$ cat src/rtl/mips_multicycle_control_pkg.sv
// Shared opcodes, ALUOp codes, FSM states and control word
// for the multicycle MIPS main controller.
package mips_multicycle_control_pkg;

  localparam logic [5:0] OP_R    = 6'b000000;
  localparam logic [5:0] OP_LW   = 6'b100011;
  localparam logic [5:0] OP_SW   = 6'b101011;
  localparam logic [5:0] OP_BEQ  = 6'b000100;
  localparam logic [5:0] OP_ADDI = 6'b001000;
  localparam logic [5:0] OP_J    = 6'b000010;

  localparam logic [1:0] ALUOP_ADD   = 2'b00;
  localparam logic [1:0] ALUOP_SUB   = 2'b01;
  localparam logic [1:0] ALUOP_FUNCT = 2'b10;

  localparam logic [1:0] SRCB_B     = 2'b00;
  localparam logic [1:0] SRCB_4     = 2'b01;
  localparam logic [1:0] SRCB_IMM   = 2'b10;
  localparam logic [1:0] SRCB_IMMSH = 2'b11;

  localparam logic [1:0] PC_ALU    = 2'b00;
  localparam logic [1:0] PC_ALUOUT = 2'b01;
  localparam logic [1:0] PC_JUMP   = 2'b10;

  typedef enum logic [3:0] {
    S_FETCH    = 4'd0,
    S_DECODE   = 4'd1,
    S_MEMADR   = 4'd2,
    S_MEMREAD  = 4'd3,
    S_MEMWB    = 4'd4,
    S_MEMWRITE = 4'd5,
    S_EXECUTE  = 4'd6,
    S_ALUWB    = 4'd7,
    S_BRANCH   = 4'd8,
    S_ADDIEX   = 4'd9,
    S_ADDIWB   = 4'd10,
    S_JUMP     = 4'd11,
    S_HALT     = 4'd12
  } state_t;

  // *_mr fields only take effect in a MemReady cycle
  typedef struct packed {
    logic       iord;
    logic       memread;
    logic       memwrite;
    logic       irwrite_mr;
    logic       regdst;
    logic       memtoreg;
    logic       regwrite;
    logic       alusrca;
    logic [1:0] alusrcb;
    logic [1:0] aluop;
    logic [1:0] pcsrc;
    logic       pcwrite_mr;
    logic       pcwrite;
    logic       branch;
    logic       halted;
  } ctrl_t;

endpackage

$ cat src/rtl/mips_multicycle_control_outputs.sv
// Combinational state -> control word decoder (Moore part).
// Unused state codes decode to an all-zero word.
module mips_multicycle_control_outputs
  import mips_multicycle_control_pkg::*;
(
  input  state_t i_state,
  output ctrl_t  o_c
);

  always_comb begin
    o_c = '0;
    unique case (i_state)
      S_FETCH: begin
        o_c.memread    = 1'b1;
        o_c.alusrcb    = SRCB_4;
        o_c.aluop      = ALUOP_ADD;
        o_c.pcsrc      = PC_ALU;
        o_c.irwrite_mr = 1'b1;
        o_c.pcwrite_mr = 1'b1;
      end
      S_DECODE: begin
        o_c.alusrcb = SRCB_IMMSH;
        o_c.aluop   = ALUOP_ADD;
      end
      S_MEMADR, S_ADDIEX: begin
        o_c.alusrca = 1'b1;
        o_c.alusrcb = SRCB_IMM;
        o_c.aluop   = ALUOP_ADD;
      end
      S_MEMREAD: begin
        o_c.memread = 1'b1;
        o_c.iord    = 1'b1;
      end
      S_MEMWB: begin
        o_c.memtoreg = 1'b1;
        o_c.regwrite = 1'b1;
      end
      S_MEMWRITE: begin
        o_c.memwrite = 1'b1;
        o_c.iord     = 1'b1;
      end
      S_EXECUTE: begin
        o_c.alusrca = 1'b1;
        o_c.alusrcb = SRCB_B;
        o_c.aluop   = ALUOP_FUNCT;
      end
      S_ALUWB: begin
        o_c.regdst   = 1'b1;
        o_c.regwrite = 1'b1;
      end
      S_BRANCH: begin
        o_c.alusrca = 1'b1;
        o_c.alusrcb = SRCB_B;
        o_c.aluop   = ALUOP_SUB;
        o_c.pcsrc   = PC_ALUOUT;
        o_c.branch  = 1'b1;
      end
      S_ADDIWB: o_c.regwrite = 1'b1;
      S_JUMP: begin
        o_c.pcsrc   = PC_JUMP;
        o_c.pcwrite = 1'b1;
      end
      S_HALT: o_c.halted = 1'b1;
      default: ;
    endcase
  end

endmodule

$ cat src/rtl/mips_multicycle_control.sv
// Main control FSM for the multicycle MIPS datapath: state register,
// next-state logic and MemReady/Zero gating of the control word.
module mips_multicycle_control
  import mips_multicycle_control_pkg::*;
#(
  parameter bit ILLEGAL_HALT = 1'b1
) (
  input  logic       CLK,
  input  logic       RESET_N,
  input  logic [5:0] Opcode,
  input  logic       Zero,
  input  logic       MemReady,
  output logic       IorD,
  output logic       MemRead,
  output logic       MemWrite,
  output logic       IRWrite,
  output logic       RegDst,
  output logic       MemtoReg,
  output logic       RegWrite,
  output logic       ALUSrcA,
  output logic [1:0] ALUSrcB,
  output logic [1:0] ALUOp,
  output logic [1:0] PCSrc,
  output logic       PCEn,
  output logic       Illegal,
  output logic       Halted
);

  state_t r_state;
  state_t w_next;
  ctrl_t  w_c;
  logic   w_illegal;
  logic   w_is_mem;
  logic   w_is_r;
  logic   w_is_beq;
  logic   w_is_addi;
  logic   w_is_j;

  assign w_is_mem  = (Opcode == OP_LW) || (Opcode == OP_SW);
  assign w_is_r    = (Opcode == OP_R);
  assign w_is_beq  = (Opcode == OP_BEQ);
  assign w_is_addi = (Opcode == OP_ADDI);
  assign w_is_j    = (Opcode == OP_J);

  always_ff @(posedge CLK or negedge RESET_N) begin
    if (!RESET_N) r_state <= S_FETCH;
    else          r_state <= w_next;
  end

  always_comb begin
    w_next    = S_FETCH;
    w_illegal = 1'b0;
    unique case (r_state)
      S_FETCH:  w_next = MemReady ? S_DECODE : S_FETCH;
      S_DECODE: begin
        unique case (1'b1)
          w_is_mem:  w_next = S_MEMADR;
          w_is_r:    w_next = S_EXECUTE;
          w_is_beq:  w_next = S_BRANCH;
          w_is_addi: w_next = S_ADDIEX;
          w_is_j:    w_next = S_JUMP;
          default: begin
            w_illegal = 1'b1;
            w_next    = ILLEGAL_HALT ? S_HALT : S_FETCH;
          end
        endcase
      end
      S_MEMADR:
        w_next = (Opcode == OP_SW) ? S_MEMWRITE : S_MEMREAD;
      S_MEMREAD:  w_next = MemReady ? S_MEMWB : S_MEMREAD;
      S_MEMWRITE: w_next = MemReady ? S_FETCH : S_MEMWRITE;
      S_EXECUTE:  w_next = S_ALUWB;
      S_ADDIEX:   w_next = S_ADDIWB;
      S_HALT:     w_next = S_HALT;
      default:    w_next = S_FETCH;
    endcase
  end

  mips_multicycle_control_outputs u_outputs (
    .i_state (r_state),
    .o_c     (w_c)
  );

  // Reset forces every output low asynchronously, even FETCH's MemRead
  assign IorD     = RESET_N & w_c.iord;
  assign MemRead  = RESET_N & w_c.memread;
  assign MemWrite = RESET_N & w_c.memwrite;
  assign IRWrite  = RESET_N & w_c.irwrite_mr & MemReady;
  assign RegDst   = RESET_N & w_c.regdst;
  assign MemtoReg = RESET_N & w_c.memtoreg;
  assign RegWrite = RESET_N & w_c.regwrite;
  assign ALUSrcA  = RESET_N & w_c.alusrca;
  assign ALUSrcB  = {2{RESET_N}} & w_c.alusrcb;
  assign ALUOp    = {2{RESET_N}} & w_c.aluop;
  assign PCSrc    = {2{RESET_N}} & w_c.pcsrc;
  assign PCEn     = RESET_N & ((w_c.pcwrite_mr & MemReady)
                  | w_c.pcwrite | (w_c.branch & Zero));
  assign Illegal  = RESET_N & w_illegal;
  assign Halted   = RESET_N & w_c.halted;

endmodule

$ cat config.mk
export PLATFORM = sky130hd
export DESIGN_NAME = mips_multicycle_control
export DESIGN_NICKNAME = d
export VERILOG_FILES = /design/src/rtl/mips_multicycle_control_pkg.sv /design/src/rtl/mips_multicycle_control_outputs.sv /design/src/rtl/mips_multicycle_control.sv
export SDC_FILE = /design/constraint.sdc
export NUM_CORES = 1
export LEC_CHECK = 0
export ABC_AREA = 1
export BUFFER_PORTS_ARGS = -buffer_cell sky130_fd_sc_hd__buf_2
export CORE_MARGIN = 4
export CORE_UTILIZATION = 40
export DETAILED_ROUTE_END_ITERATION = 6
export GPL_TIMING_DRIVEN = 0
export MAX_ROUTING_LAYER = met4
export PLACE_DENSITY = 0.79
export SYNTH_ARGS = -nofsm -noshare
export SYNTH_HDL_FRONTEND = slang
export SYNTH_HIERARCHICAL = 1
export SYNTH_SLANG_ARGS = --single-unit
export TNS_END_PERCENT = 5
$ cat constraint.sdc
create_clock -name CLK -period 1.1 [get_ports CLK]
set_input_delay 0.055 -clock CLK [delete_from_list [all_inputs] [get_ports CLK]]
set_output_delay 0.055 -clock CLK [all_outputs]
set_load 0.01 [all_outputs]
==> results.py <==
metrics = {
    "layout": {
        "syn_to_final_growth_pct": 64.6,
        "largest_register_ff_count": 4,
        "fillers": 128,
        "top_register": "r_state",
        "final_nets": 197,
        "drive_gt1_share_pct": 43.5,
        "antenna_cells": 0,
        "largest_registers": "r_state x4",
    },
    "clock_tree": {
        "cts_root_buffer": "clkbuf_4",
        "clk_pin_slew_ns": 0.05,
        "cts_tree": "built",
        "insertion_delay_ns": 0.25,
        "cts_buffers": 3,
        "htree_levels": 1,
        "cts_buffer_depth": 2,
        "cts.sinks": 4,
    },
    "global_route": {
        "grt_overflow": 0,
        "grt_pass1_vias": 913,
        "gr-usage-met1_pct": 18.2,
        "grtUsageTotal_pct": 19.3,
        "met2_usage_pct": 35.3,
        "grt_pass1_wl_um": 3620,
        "top_usage_layer": "met2",
        "grt_max_degree": 11,
        "gr-usage-met3_pct": 6.93,
        "grt_antenna_before_repair": 0,
    },
    "setup_path": {
        "start_kind": "register",
        "path_buf_inv": 3,
        "cp-end-kind": "primary output",
        "reg2reg_from": "r_state[3]",
        "slowest_delay_ns": 0.46,
        "crit_path_max_fanout": 6,
        "r2r_slack_ns": -0.28,
        "crit_type": "register to primary output",
        "reg2reg_depth": 8,
        "crit_slowest_cell": "dfrtp_2",
        "r2r-end": "r_state[2]",
        "critPathArrivalTime_ns": 1.40,
        "crit_family": "flip-flops",
        "critical_path_required_ns": 1.04,
        "crit_chain": "nor2_4 > inv_2 > nor2_4 > a21oi_2 > a21o_1 > inv_1 > buf_2",
        "crit_top_cell": "nor2_4",
    },
    "drt": {
        "firstDrtPassIters": 4,
        "drc": 0,
        "dr_total_vias": 1026,
        "antenna_left": 0,
        "viasPerCell": 5.08,
        "routedWlPerCell_um": 12.1,
        "routed_wirelength_um": 2450,
        "drtIter0Drc": 23,
    },
    "timing": {
        "period_needed_ns": 1.46,
        "fin_crit_sh_pct": 133,
        "skew_ns": 0.0117,
        "fin_tns_setup_ns": -5.68,
        "slew_headroom_pct": 77.1,
        "drv_slew": 0,
        "hold_viol": 0,
        "final.setup.worst_slack_ns": -0.360,
        "setup_violations": 21,
        "worst-slew-pin-transition_ns": 0.343,
        "clock.fmax_mhz": 685,
        "grt_setup_unrepaired": "true",
    },
    "floorplan": {
        "initial_core_util_pct": 44.2,
        "chipHeight_um": 49.5,
        "die_w_um": 49.5,
        "ioPinCount": 27,
        "core_mm2": 0.00156,
        "die_area_mm2": 0.00245,
        "rows": 14,
    },
    "synth": {
        "avgSynthCellArea_um2": 5.00,
        "yosysWarningCount": 6,
        "ys_ff_latch": 4,
        "synthDistinctLibCells": 24,
        "syn_inst": 138,
        "netlist_area_um2": 689,
        "synthesis.nets": 148,
        "yosysSeqAreaShare_pct": 14.5,
    },
    "placement": {
        "hpwlAfterDp_um": 1400,
        "port_buffers": 26,
        "gp_congestion": 0.823,
    },
    "pwr": {
        "ir_drop_mv": 1.60,
        "p_leak_uw": 0.000734,
        "p_total_uw": 2610,
        "power_density_mw_per_mm2": 2300,
    },
    "worst_hold_path": {
        "min_to": "r_state[1]",
        "min_path_cells": 4,
        "hold_path_class": "input port to register",
        "holdCritStartpoint": "Opcode[3]",
    },
    "status": {
        "status": "complete, but fails checks",
        "violations": "setup timing",
    },
    "job": {
        "max_cap_violations": 0,
    },
}
==> cells by family after synthesis <==
logic type,after synthesis,synth area share (%)
DFF,4,14.5
and+or+nand+nor,81,50.3
AOI/OAI and AO/OA,13,12.3
buffers and inverters,40,22.9
==> synth_stat cells <==
cell type	number	area [µm²]
clkinv_1	1	3.75
nand2_1	38	143
nor2_1	22	82.6
o21a_1	1	7.51
a21oi_1	3	15.0
a21o_1	1	7.51
nor3_1	3	15.0
a21boi_1	1	7.51
clkbuf_1	1	3.75
nand3_2	1	10.0
buf_4	2	15.0
o21bai_1	1	7.51
o211a_1	1	10.0
o21ai_1	2	10.0
nor3_2	1	10.0
nand2_2	1	6.26
nor2_2	3	18.8
dfrtp_1	4	100
o21ai_0	1	5.00
nand4_1	1	6.26
o211ai_1	2	15.0
inv_1	34	128
inv_2	2	7.51
nand3_1	11	55.1
==> worst min-delay path, stage by stage <==
cell and delay (ns):
buf_2 0.11, inv_1 0.09, o21bai_1 0.08, nand3_1 0.08
==> stage by stage <==
step                utilization, %  instances  setup WS, ns  cell area, µm²  hold WS (ns)
floorplan                        -        138       0.00105             699        -0.241
global placement              54.5        180        -0.146             850       -0.0952
detailed placement            54.5        180        -0.153             850       -0.0962
CTS                           68.6        200        -0.301            1070         0.206
global route                  72.8        202        -0.445            1130         0.196
finish                        72.8        202        -0.360            1130         0.215
==> layer usage <==
| layer | vias to the layer above | part of all wire [%] |
|---|---|---|
| met2 | 52 | 52 |
| met5 | - | 0 |
| met4 | 0 | 2.0 |
| met1 | 462 | 39 |
| met3 | 6 | 6.6 |
| li1 | 506 | - |
==> timing repair <==
item | in CTS | in global routing
resized for setup | 20 | 14
hold buffers | 1 | 0
endpoints found under the setup margin | 21 | 21
pin swaps | 10 | 4
setup buffers | 15 | 2
hold endpoints to repair | 4 | 0
==> worst max-delay path by stage <==
stage / startpoint / endpoint / slack [ns] / depth (start not counted)
4_1_cts: r_state[1] / PCEn / -0.30 / 7
6_report: r_state[3] / PCEn / -0.36 / 7
3_5_place_dp: r_state[3] / PCEn / -0.15 / 7
5_1_grt: r_state[3] / PCEn / -0.44 / 7
2_1_floorplan: r_state[3] / r_state[2] / 0.001 / 7
3_3_place_gp: r_state[3] / PCEn / -0.15 / 7
==> area by class of cell <==
type,count,area (µm²),area share [%]
timing repair buffer,44,290,25.6
sequential,4,105,9.26
inverter,37,145,12.8
clock buffer,4,26.3,2.32
buffer,3,22.5,1.98
multi-input combinational,94,526,46.3
tap,16,20.0,1.76
==> where the power goes <==
group          internal [µW]  switching (µW)
registers                224             138
clock network            138            82.8
logic                    933            1090
total                   1290            1310
==> layout by cell type (no fill, tap or decap), drive strengths merged <==
master / Yosys / routed
buf: 2 / 45
nand2: 39 / 39
inv: 36 / 36
nor2: 25 / 25
nand3: 12 / 12
clkbuf: 1 / 5
dfrtp: 4 / 4
nor3: 4 / 4
o21ai: 3 / 3
a21oi: 3 / 3
o211ai: 2 / 2
o211a: 1 / 1
clkinv: 1 / 1
o21bai: 1 / 1
o21a: 1 / 1
nand4: 1 / 1
a21o: 1 / 1
dlygate4sd3: 0 / 1
a21boi: 1 / 1
(Power assumes the default switching activity.)
